**config.mk**
```make
export PLATFORM = sky130hd
export DESIGN_NAME = tiny5_mem_arbiter_flat
export DESIGN_NICKNAME = d
export VERILOG_FILES = /design/src/rtl/tiny5_mem_arbiter_if.sv /design/src/rtl/tiny5_mem_arbiter.sv /design/src/flat_wrapper.sv
export SDC_FILE = /design/constraint.sdc
export NUM_CORES = 1
export LEC_CHECK = 0
export BUFFER_PORTS_ARGS = -buffer_cell sky130_fd_sc_hd__buf_2
export CAP_MARGIN = 20
export CORE_MARGIN = 8
export CORE_UTILIZATION = 42
export CTS_CLUSTER_DIAMETER = 100
export DETAILED_ROUTE_END_ITERATION = 7
export PLACE_DENSITY_LB_ADDON = 0.05
export SLEW_MARGIN = 20
export SYNTH_ARGS = -nofsm -noshare
export SYNTH_HDL_FRONTEND = slang
export SYNTH_SLANG_ARGS = --single-unit
```
**constraint.sdc**
```tcl
create_clock -name clk_i -period 2.8 [get_ports clk_i]
set_input_delay 0.42 -clock clk_i [delete_from_list [all_inputs] [get_ports clk_i]]
set_output_delay 0.42 -clock clk_i [all_outputs]
set_load 0.05 [all_outputs]
```
**src/rtl/tiny5_mem_arbiter_if.sv**
```systemverilog
`default_nettype none
// ============================================================================
//  Module      : tiny5_mem_arbiter_if
//  Description : Bundles the fetch requester, data requester and shared memory
//                port signals of tiny5_mem_arbiter. Names carry the arbiter's
//                point of view (_i = into the arbiter, _o = out of it).
//  Revision    : 1.0 - initial release
// ============================================================================
interface tiny5_mem_arbiter_if #(
    parameter int ADDR_WIDTH = 32
);
    // Instruction-fetch requester
    logic                  if_req_i;
    logic [ADDR_WIDTH-1:0] if_addr_i;
    logic                  if_ack_o;
    logic [31:0]           if_rdata_o;

    // Load/store requester
    logic                  d_req_i;
    logic                  d_we_i;
    logic [ADDR_WIDTH-1:0] d_addr_i;
    logic [1:0]            d_size_i;
    logic [31:0]           d_wdata_i;
    logic                  d_ack_o;
    logic                  d_err_o;
    logic [31:0]           d_rdata_o;

    // Shared memory port
    logic                  mem_valid_o;
    logic                  mem_we_o;
    logic [ADDR_WIDTH-1:0] mem_addr_o;
    logic [3:0]            mem_be_o;
    logic [31:0]           mem_wdata_o;
    logic                  mem_ready_i;
    logic [31:0]           mem_rdata_i;

    // Arbiter side
    modport slave (
        input  if_req_i, if_addr_i,
        input  d_req_i, d_we_i, d_addr_i, d_size_i, d_wdata_i,
        input  mem_ready_i, mem_rdata_i,
        output if_ack_o, if_rdata_o,
        output d_ack_o, d_err_o, d_rdata_o,
        output mem_valid_o, mem_we_o, mem_addr_o, mem_be_o, mem_wdata_o
    );

    // Environment side (requesters plus memory)
    modport master (
        output if_req_i, if_addr_i,
        output d_req_i, d_we_i, d_addr_i, d_size_i, d_wdata_i,
        output mem_ready_i, mem_rdata_i,
        input  if_ack_o, if_rdata_o,
        input  d_ack_o, d_err_o, d_rdata_o,
        input  mem_valid_o, mem_we_o, mem_addr_o, mem_be_o, mem_wdata_o
    );
endinterface
`default_nettype wire

```
**src/rtl/tiny5_mem_arbiter.sv**
```systemverilog
`default_nettype none
// ============================================================================
//  Module      : tiny5_mem_arbiter
//  Description : Shares the single tiny5 memory port between instruction fetch
//                and load/store. One transaction at a time, round-robin on
//                ties, byte-lane steering, read right-alignment (zero-extend)
//                and immediate rejection of misaligned data accesses.
//  Revision    : 1.0 - initial release
// ============================================================================
module tiny5_mem_arbiter #(
    parameter int ADDR_WIDTH = 32,
    parameter int DATA_WIDTH = 32
) (
    input  wire logic            clk_i,
    input  wire logic            reset_i,
    tiny5_mem_arbiter_if.slave   bus
);
    localparam logic [1:0] S_IDLE  = 2'd0;
    localparam logic [1:0] S_FETCH = 2'd1;
    localparam logic [1:0] S_DATA  = 2'd2;

    localparam logic [1:0] SZ_BYTE = 2'd0;
    localparam logic [1:0] SZ_HALF = 2'd1;
    localparam logic [1:0] SZ_WORD = 2'd2;

    logic [1:0]            state_q,      state_d;
    logic                  last_grant_q, last_grant_d;   // 0 = fetch, 1 = data
    logic [ADDR_WIDTH-1:0] addr_q,       addr_d;
    logic                  we_q,         we_d;
    logic [1:0]            size_q,       size_d;
    logic [DATA_WIDTH-1:0] wdata_q,      wdata_d;
    logic [3:0]            be_q,         be_d;
    // Low for the first cycle after reset release so no grant (and no
    // combinational misalignment ack) can appear in that cycle.
    logic                  armed_q;

    logic [1:0]            d_size_eff;
    logic [1:0]            d_off;
    logic [3:0]            d_be;
    logic [DATA_WIDTH-1:0] d_wdata_lane;
    logic                  d_misaligned;
    logic                  grant_d;
    logic                  grant_f;
    logic [DATA_WIDTH-1:0] rd_shift;
    logic [DATA_WIDTH-1:0] rd_aligned;
    logic                  if_ack;
    logic                  d_ack;
    logic                  d_err;
    logic [DATA_WIDTH-1:0] if_rdata;
    logic [DATA_WIDTH-1:0] d_rdata;
    logic                  mem_valid;

    // Decode the data request: lane enables, replicated store data, alignment
    always_comb begin
        d_size_eff   = (bus.d_size_i == 2'd3) ? SZ_WORD : bus.d_size_i;
        d_off        = bus.d_addr_i[1:0];
        d_be         = 4'b1111;
        d_wdata_lane = bus.d_wdata_i;
        d_misaligned = 1'b0;
        case (d_size_eff)
            SZ_BYTE: begin
                d_be         = 4'b0001 << d_off;
                d_wdata_lane = {4{bus.d_wdata_i[7:0]}};
            end
            SZ_HALF: begin
                d_be         = 4'b0011 << d_off;
                d_wdata_lane = {2{bus.d_wdata_i[15:0]}};
                d_misaligned = d_off[0];
            end
            default: begin
                d_misaligned = (d_off != 2'b00);
            end
        endcase
    end

    // Round-robin tie break: on contention the side not served last wins
    always_comb begin
        grant_d = bus.d_req_i  & (~bus.if_req_i | ~last_grant_q);
        grant_f = bus.if_req_i & (~bus.d_req_i  |  last_grant_q);
    end

    // Right-align the returned word according to the latched size/offset
    always_comb begin
        rd_shift = bus.mem_rdata_i >> {addr_q[1:0], 3'b000};
        case (size_q)
            SZ_BYTE: rd_aligned = {24'b0, rd_shift[7:0]};
            SZ_HALF: rd_aligned = {16'b0, rd_shift[15:0]};
            default: rd_aligned = rd_shift;
        endcase
    end

    // Transaction sequencer: arbitrate in IDLE, hold the request until ready
    always_comb begin
        state_d      = state_q;
        last_grant_d = last_grant_q;
        addr_d       = addr_q;
        we_d         = we_q;
        size_d       = size_q;
        wdata_d      = wdata_q;
        be_d         = be_q;
        if_ack       = 1'b0;
        d_ack        = 1'b0;
        d_err        = 1'b0;
        if_rdata     = '0;
        d_rdata      = '0;
        case (state_q)
            S_IDLE: begin
                if (armed_q && grant_d) begin
                    last_grant_d = 1'b1;
                    if (d_misaligned) begin
                        // Rejected without a memory cycle
                        d_ack = 1'b1;
                        d_err = 1'b1;
                    end else begin
                        addr_d  = bus.d_addr_i;
                        we_d    = bus.d_we_i;
                        size_d  = d_size_eff;
                        wdata_d = d_wdata_lane;
                        be_d    = d_be;
                        state_d = S_DATA;
                    end
                end else if (armed_q && grant_f) begin
                    last_grant_d = 1'b0;
                    addr_d       = bus.if_addr_i;
                    we_d         = 1'b0;
                    size_d       = SZ_WORD;
                    wdata_d      = '0;
                    be_d         = 4'b1111;
                    state_d      = S_FETCH;
                end
            end
            S_FETCH: begin
                if (bus.mem_ready_i) begin
                    if_ack   = 1'b1;
                    if_rdata = bus.mem_rdata_i;
                    state_d  = S_IDLE;
                end
            end
            S_DATA: begin
                if (bus.mem_ready_i) begin
                    d_ack   = 1'b1;
                    d_rdata = rd_aligned;
                    state_d = S_IDLE;
                end
            end
            default: state_d = S_IDLE;
        endcase
    end

    // State and latched request; reset abandons any transaction in flight
    always_ff @(posedge clk_i or posedge reset_i) begin
        if (reset_i) begin
            state_q      <= S_IDLE;
            last_grant_q <= 1'b0;
            addr_q       <= '0;
            we_q         <= 1'b0;
            size_q       <= 2'b00;
            wdata_q      <= '0;
            be_q         <= 4'b0000;
            armed_q      <= 1'b0;
        end else begin
            state_q      <= state_d;
            last_grant_q <= last_grant_d;
            addr_q       <= addr_d;
            we_q         <= we_d;
            size_q       <= size_d;
            wdata_q      <= wdata_d;
            be_q         <= be_d;
            armed_q      <= 1'b1;
        end
    end

    assign mem_valid       = (state_q != S_IDLE);
    assign bus.mem_valid_o = mem_valid;
    assign bus.mem_we_o    = mem_valid & we_q;
    assign bus.mem_addr_o  = mem_valid ? {addr_q[ADDR_WIDTH-1:2], 2'b00} : '0;
    assign bus.mem_be_o    = mem_valid ? be_q : 4'b0000;
    assign bus.mem_wdata_o = mem_valid ? wdata_q : '0;
    assign bus.if_ack_o    = if_ack;
    assign bus.if_rdata_o  = if_rdata;
    assign bus.d_ack_o     = d_ack;
    assign bus.d_err_o     = d_err;
    assign bus.d_rdata_o   = d_rdata;

endmodule
`default_nettype wire

```
**src/flat_wrapper.sv**
```systemverilog
// flat-port wrapper written by rule: the top's interface ports become plain ports
module tiny5_mem_arbiter_flat 
#(
    parameter int ADDR_WIDTH = 32,
    parameter int DATA_WIDTH = 32
)
  (clk_i, reset_i, bus_if_req_i, bus_if_addr_i, bus_d_req_i, bus_d_we_i, bus_d_addr_i, bus_d_size_i, bus_d_wdata_i, bus_mem_ready_i, bus_mem_rdata_i, bus_if_ack_o, bus_if_rdata_o, bus_d_ack_o, bus_d_err_o, bus_d_rdata_o, bus_mem_valid_o, bus_mem_we_o, bus_mem_addr_o, bus_mem_be_o, bus_mem_wdata_o);
  tiny5_mem_arbiter_if #(.ADDR_WIDTH(ADDR_WIDTH)) bus_i ();
  input  wire logic clk_i;
  input  wire logic reset_i;
  input wire logic [$bits(bus_i.if_req_i)-1:0] bus_if_req_i;
  input wire logic [$bits(bus_i.if_addr_i)-1:0] bus_if_addr_i;
  input wire logic [$bits(bus_i.d_req_i)-1:0] bus_d_req_i;
  input wire logic [$bits(bus_i.d_we_i)-1:0] bus_d_we_i;
  input wire logic [$bits(bus_i.d_addr_i)-1:0] bus_d_addr_i;
  input wire logic [$bits(bus_i.d_size_i)-1:0] bus_d_size_i;
  input wire logic [$bits(bus_i.d_wdata_i)-1:0] bus_d_wdata_i;
  input wire logic [$bits(bus_i.mem_ready_i)-1:0] bus_mem_ready_i;
  input wire logic [$bits(bus_i.mem_rdata_i)-1:0] bus_mem_rdata_i;
  output wire logic [$bits(bus_i.if_ack_o)-1:0] bus_if_ack_o;
  output wire logic [$bits(bus_i.if_rdata_o)-1:0] bus_if_rdata_o;
  output wire logic [$bits(bus_i.d_ack_o)-1:0] bus_d_ack_o;
  output wire logic [$bits(bus_i.d_err_o)-1:0] bus_d_err_o;
  output wire logic [$bits(bus_i.d_rdata_o)-1:0] bus_d_rdata_o;
  output wire logic [$bits(bus_i.mem_valid_o)-1:0] bus_mem_valid_o;
  output wire logic [$bits(bus_i.mem_we_o)-1:0] bus_mem_we_o;
  output wire logic [$bits(bus_i.mem_addr_o)-1:0] bus_mem_addr_o;
  output wire logic [$bits(bus_i.mem_be_o)-1:0] bus_mem_be_o;
  output wire logic [$bits(bus_i.mem_wdata_o)-1:0] bus_mem_wdata_o;
  assign bus_i.if_req_i = bus_if_req_i;
  assign bus_i.if_addr_i = bus_if_addr_i;
  assign bus_i.d_req_i = bus_d_req_i;
  assign bus_i.d_we_i = bus_d_we_i;
  assign bus_i.d_addr_i = bus_d_addr_i;
  assign bus_i.d_size_i = bus_d_size_i;
  assign bus_i.d_wdata_i = bus_d_wdata_i;
  assign bus_i.mem_ready_i = bus_mem_ready_i;
  assign bus_i.mem_rdata_i = bus_mem_rdata_i;
  assign bus_if_ack_o = bus_i.if_ack_o;
  assign bus_if_rdata_o = bus_i.if_rdata_o;
  assign bus_d_ack_o = bus_i.d_ack_o;
  assign bus_d_err_o = bus_i.d_err_o;
  assign bus_d_rdata_o = bus_i.d_rdata_o;
  assign bus_mem_valid_o = bus_i.mem_valid_o;
  assign bus_mem_we_o = bus_i.mem_we_o;
  assign bus_mem_addr_o = bus_i.mem_addr_o;
  assign bus_mem_be_o = bus_i.mem_be_o;
  assign bus_mem_wdata_o = bus_i.mem_wdata_o;
  tiny5_mem_arbiter #(.ADDR_WIDTH(ADDR_WIDTH), .DATA_WIDTH(DATA_WIDTH)) u_core (.clk_i(clk_i), .reset_i(reset_i), .bus(bus_i));
endmodule
```
======== Yosys cells after proc, flatten, opt, wreduce, memory -nomap -nowiden ========
Index checks and enable logic that the tools add are counted.
W data, S select, Z words.
storage, ports and cells
  bits in read-only memories .............. 0
  memories ................................ 0
  bits of input ports ..................... 136
  bits in writable memories ............... 0
  output and inout bits ................... 137
  bits in latches ......................... 0
  flip-flop bits (word level) ............. 75
operators by class
  bitwise operators ....................... 8
  magnitude comparators ................... 0
  equality and inequality tests ........... 9
  multiplexer cells ....................... 39
  $mul .................................... 0
  reduce and logical (&&, ||, !) cells .... 12
  divide/modulo/power cells ............... 0
  $add $sub $neg .......................... 0
  shift-type cells ........................ 3
operators with widths
  operator               count
  $mux W32               12
  $pmux W32 S2           2
  $shr A32 B5 Y32        1
  $mux W2                8
  $mux W4                4
  $mux W1                9
  $pmux W4 S2            1
  $eq A2 B1 Y1 const B   3
  $logic_not A2 Y1       3
  $reduce_and A3 Y1      2
  $reduce_bool A2 Y1     3
  $eq A2 B2 Y1 const B   2
  $pmux W1 S2            2
  $pmux W2 S2            1
  $shl A1 B2 Y4 const A  1
  $shl A2 B2 Y4 const A  1
  $and A1 B1 Y1          3
  $ne A3 B1 Y1 const B   1
  $ne A3 B3 Y1 const B   1
  $not A1 Y1             3
  $logic_and A1 B1 Y1    2
  $ne A2 B1 Y1 const B   1
  $ne A2 B2 Y1 const B   1
  $or A1 B1 Y1           2
  2 further kinds        2

======== Longest topological paths before layout ========
  word-level depth ........................ 7
  gate-level depth with buffers ........... 7
  mapped depth without buffers ............ 5

======== Least setup slack after synthesis ========
OpenSTA, ideal clock, no wires.
  path type ............................... register to output
  start ................................... register u_core.addr_q[1]
  end ..................................... output port bus_d_rdata_o[7]
  slack ................................... 183 ps
  data arrival time ....................... 2,197 ps
  required time ........................... 2,380 ps
  stages on the path, launching flop included .. 5
  cell sequence ........................... dfrtp_1 -> clkbuf_1 -> clkbuf_1 -> mux2i_1 -> a211oi_1
between the ends
  cells in the longest elaborated chain, start to end .. 4
RTL lines
  item                    line                      source
  from (decl)             tiny5_mem_arbiter.sv:28   logic [ADDR_WIDTH-1:0] addr_q, addr_d;
  from (signal assigned)  tiny5_mem_arbiter.sv:164  addr_q <= addr_d;
  $shr A32 B5 Y32         tiny5_mem_arbiter.sv:84   rd_shift = bus.mem_rdata_i >> {addr_q[1:0], 3'b000};
  $pmux W32 S2            tiny5_mem_arbiter.sv:85   case (size_q)
  $mux W32                tiny5_mem_arbiter.sv:140  if (bus.mem_ready_i) begin
  $mux W32                tiny5_mem_arbiter.sv:106  case (state_q)
  to (decl)               flat_wrapper.sv:24        output wire logic [$bits(bus_i.d_rdata_o)-1:0] bus_d_rdata_o;
No other way between the ends.

======== Worst setup path in the final report ========
  start ................................... register u_core.addr_q[1]
  end ..................................... output port bus_d_rdata_o[28]
The elaborated chain is that of the path after synthesis.

==> results.txt <==
The critical path data arrival time came out at 2.13 ns. In the synthesized netlist, the number of instances is 546. Walking the worst path, the cells encountered are nand4b_1 > buf_4 > nor2_1 > and2_1 > buf_2.

The element type at the critical path end is a primary output. The count of cell types in the netlist came out at 36. In this run the horizontal extent of the chip is 126 um. The final number of max-transition violations came out at 0. The last element of the critical path is bus_d_rdata_o[28].

The number of antenna diodes in the final layout is 0. The register clock-pin slew on the reported worst setup and hold paths is 0.06 ns. The first global-routing pass estimated 27400 um of wire. The via count of the first global-routing pass was 5093.

The total setup violations reported at the end of the flow came out at 0. The hold violation total from the final report is 0. The average routed wire per standard cell is 17.7 um. The sink count of the clock tree is 75. Summing all non-filler instances in the final layout gives an area of 6860 um2. Setup repair after global routing left no endpoint under its margin. The number of cells after detailed placement is 931. The portion of the clock cycle consumed by the worst path in the final layout is 90.9%.

The clock insertion delay at the later pin of the skew report is 0.34 ns. The total track usage is 21.2%. The count of cells in the finished layout, fillers not included, comes to 947. The number of synthesized flops with an enable pin came out at 0. Pin placement for this block handled 273 I/O pins. The placeable core region is 11900 um2. Across all hold checks on the routed design, the worst slack comes to 0.122 ns.

The number of remaining DRC errors is 0. The top flip-flop cell by instance count after synthesis is sky130_fd_sc_hd__dfrtp_1. IR analysis of the VDD net gives a maximum drop of 775 uV. The die footprint came out at 15900 um2. The minimum setup slack in the final design is 0.254 ns. The class of the tightest hold or removal check is in2async. Hold repair after CTS inserted 0 buffers. The Yosys step of the flow raised 0 warnings. After the last flow step, the layout net total stands at 934. A synthesized cell averages 9.32 um2. Across the run, the number of max-cap violations was 0. TritonCTS built the clock tree. The first-pass detailed-route iteration total came out at 4. The growth of design area from synthesis to finish is 34.9%.

The total grt overflow is 0. The minimum clock period after layout came out at 2.55 ns. The number of antenna violations at the first check in global routing is 2. The final layout contains routed wiring with a total length of 16800 um. The share of layout cells above drive strength 1 came out at 47.4%. The stage delay of the slowest cell on the critical path is 0.54 ns. The placed cell area is 6570 um2. Adding up every negative setup slack in the final design gives 0 ns.

The post-CTS setup buffer count came out at 0. The data required time at the worst endpoint is 2.38 ns. In this run, synthesis produced a sequential element count of 75. The run finished with clean final reports. The iteration-0 DRC count of the detailed router came out at 287. In the synthesized netlist the async set-or-reset flop fraction comes to 100%. The pin count of the biggest net entering global routing came out at 76. The worst reg2reg path startpoint is u_core.state_q[1]. The worst setup path startpoint is u_core.addr_q[1].

The post-CTS resize count is 0. The maximum buffer depth of the clock tree is 2. The sequential element share of the synthesized area is 36.9%.

Summing internal, switching and leakage power gives 7.25 mW. Along the worst path, the maximum fanout reaches 13. The utilization after layout is 57.6%. The total power per unit cell area is 1060 nW/um2.

The worst setup timing slack at the placement stage came out at 0.614 ns. Detailed routing inserted a total of 4845 vias. The register-to-register setup slack came out at 0.69 ns. The endpoint of the worst-slack reg-to-reg timing path is u_core.addr_q[17]. The worst clock skew is 0.00789 ns.

The estimated wirelength of the detail-placed design came out at 12600 um. The effective utilization at floorplan came out at 42.7%. Leaving out fill and tap cells, the most frequent cells in the layout are 270 x sky130_fd_sc_hd__buf_2, 75 x sky130_fd_sc_hd__dfrtp_1, 74 x sky130_fd_sc_hd__mux2_2.

In this run the number of H-tree levels came out at 3. The chip height is 126 um. The via density per instance came out at 5.12. The master of the slowest instance on the critical path is sky130_fd_sc_hd__dfrtp_1. The relative slew slack is 50.8%. The critical path in this run is classified as reg2out. The worst setup path is launched from a flop.

The leakage component of the power is 3.67 nW. In this run the clock root is driven by a sky130_fd_sc_hd__clkbuf_16. The number of input and output port buffers inserted came out at 270.

The total clock buffers created by CTS came out at 9. For the pin with the worst max-slew slack, the measured transition is 0.734 ns. The placement row count came out at 40. Counting cells, the worst reg-to-reg path comes to 6. The count of antenna-violating nets left after detailed routing came out at 0. For this run, the top clock speed supported by timing is 393 MHz.

The library cell used most frequently in the layout, excluding fill and tap cells, is sky130_fd_sc_hd__buf_2. The total standard cell area after synthesis came out at 5090 um2. At the end of routability-driven placement, the weighted congestion stood at 0.804.
kinds of logic (layout without fill, tap and decap cells):
kind of cell	after synthesis	count (layout)	synth area share, %
and+or+nand+nor	203	203	20.5
muxes	130	130	27.5
DFF	75	75	36.9
buffers and inverters	68	321	5.88
AOI/OAI and AO/OA	65	65	8.31
adders and majority gates	3	3	0.738
other	2	3	0.148
sequential cells by signal, indices dropped and copies added (netlist names):
signal and flops:
u_core.last_grant_q 1, u_core.be_q 4, u_core.armed_q 1, u_core.state_q 2
u_core.we_q 1, u_core.addr_q 32, u_core.size_q 2, u_core.wdata_q 32
layout make-up:
| type | count | area (um2) |
|---|---|---|
| repair buffers | 282 | 1490 |
| fillers | 1103 | 5050 |
| well taps | 147 | 184 |
| multi-input cells | 404 | 2930 |
| inverters | 23 | 87.6 |
| clock inverters | 7 | 67.6 |
| clock buffers | 9 | 225 |
| flip-flops and latches | 75 | 1880 |
synth_stat cells (16+ instances only):
| library cell | n | share of area, % |
|---|---|---|
| sky130_fd_sc_hd__nor2_1 | 53 | 3.9 |
| sky130_fd_sc_hd__inv_1 | 23 | 1.7 |
| sky130_fd_sc_hd__and3_1 | 33 | 4.1 |
| sky130_fd_sc_hd__dfrtp_1 | 75 | 37 |
| sky130_fd_sc_hd__a211oi_1 | 16 | 2.4 |
| sky130_fd_sc_hd__nand2_1 | 39 | 2.9 |
| sky130_fd_sc_hd__clkbuf_1 | 28 | 2.1 |
| sky130_fd_sc_hd__a21oi_1 | 17 | 1.7 |
| sky130_fd_sc_hd__nor2b_1 | 63 | 7.7 |
| sky130_fd_sc_hd__mux2i_1 | 50 | 9.8 |
| sky130_fd_sc_hd__mux2_2 | 74 | 16 |
| sky130_fd_sc_hd__o21ai_0 | 17 | 1.7 |
worst min-delay path by stage:
stage,endpoint,depth (start not counted)
finish,u_core.addr_q[4],3
global route,u_core.addr_q[4],3
CTS,u_core.addr_q[4],3
detailed placement,u_core.addr_q[23],1
global placement,u_core.addr_q[23],1
floorplan,u_core.addr_q[21],1
worst max-delay path, delay by kind of cell, from the launching register on:
kind	cells	cell delay, ns
flops	1	0.54
simple gates	3	0.81
buf+inv	2	0.44
report_power, final:
| group | leakage (nW) | switching (mW) | internal [mW] |
|---|---|---|---|
| clock | 0.149 | 0.471 | 0.688 |
| sequential | 0.938 | 0.216 | 1.53 |
| combinational | 2.58 | 3.02 | 1.32 |
| total | 3.67 | 3.71 | 3.54 |
routing by layer:
metal  routed length (um)  vias up  share of wire, %  GRT usage (%)
li1                     -     2351                 -              -
met4                  197        4               1.2           6.16
met2                 7710      191                46           33.5
met5                   26        -              0.15              0
met3                 1460       18               8.7           8.10
met1                 7380     2281                44           26.3
Power figures use the tool's default switching activity.
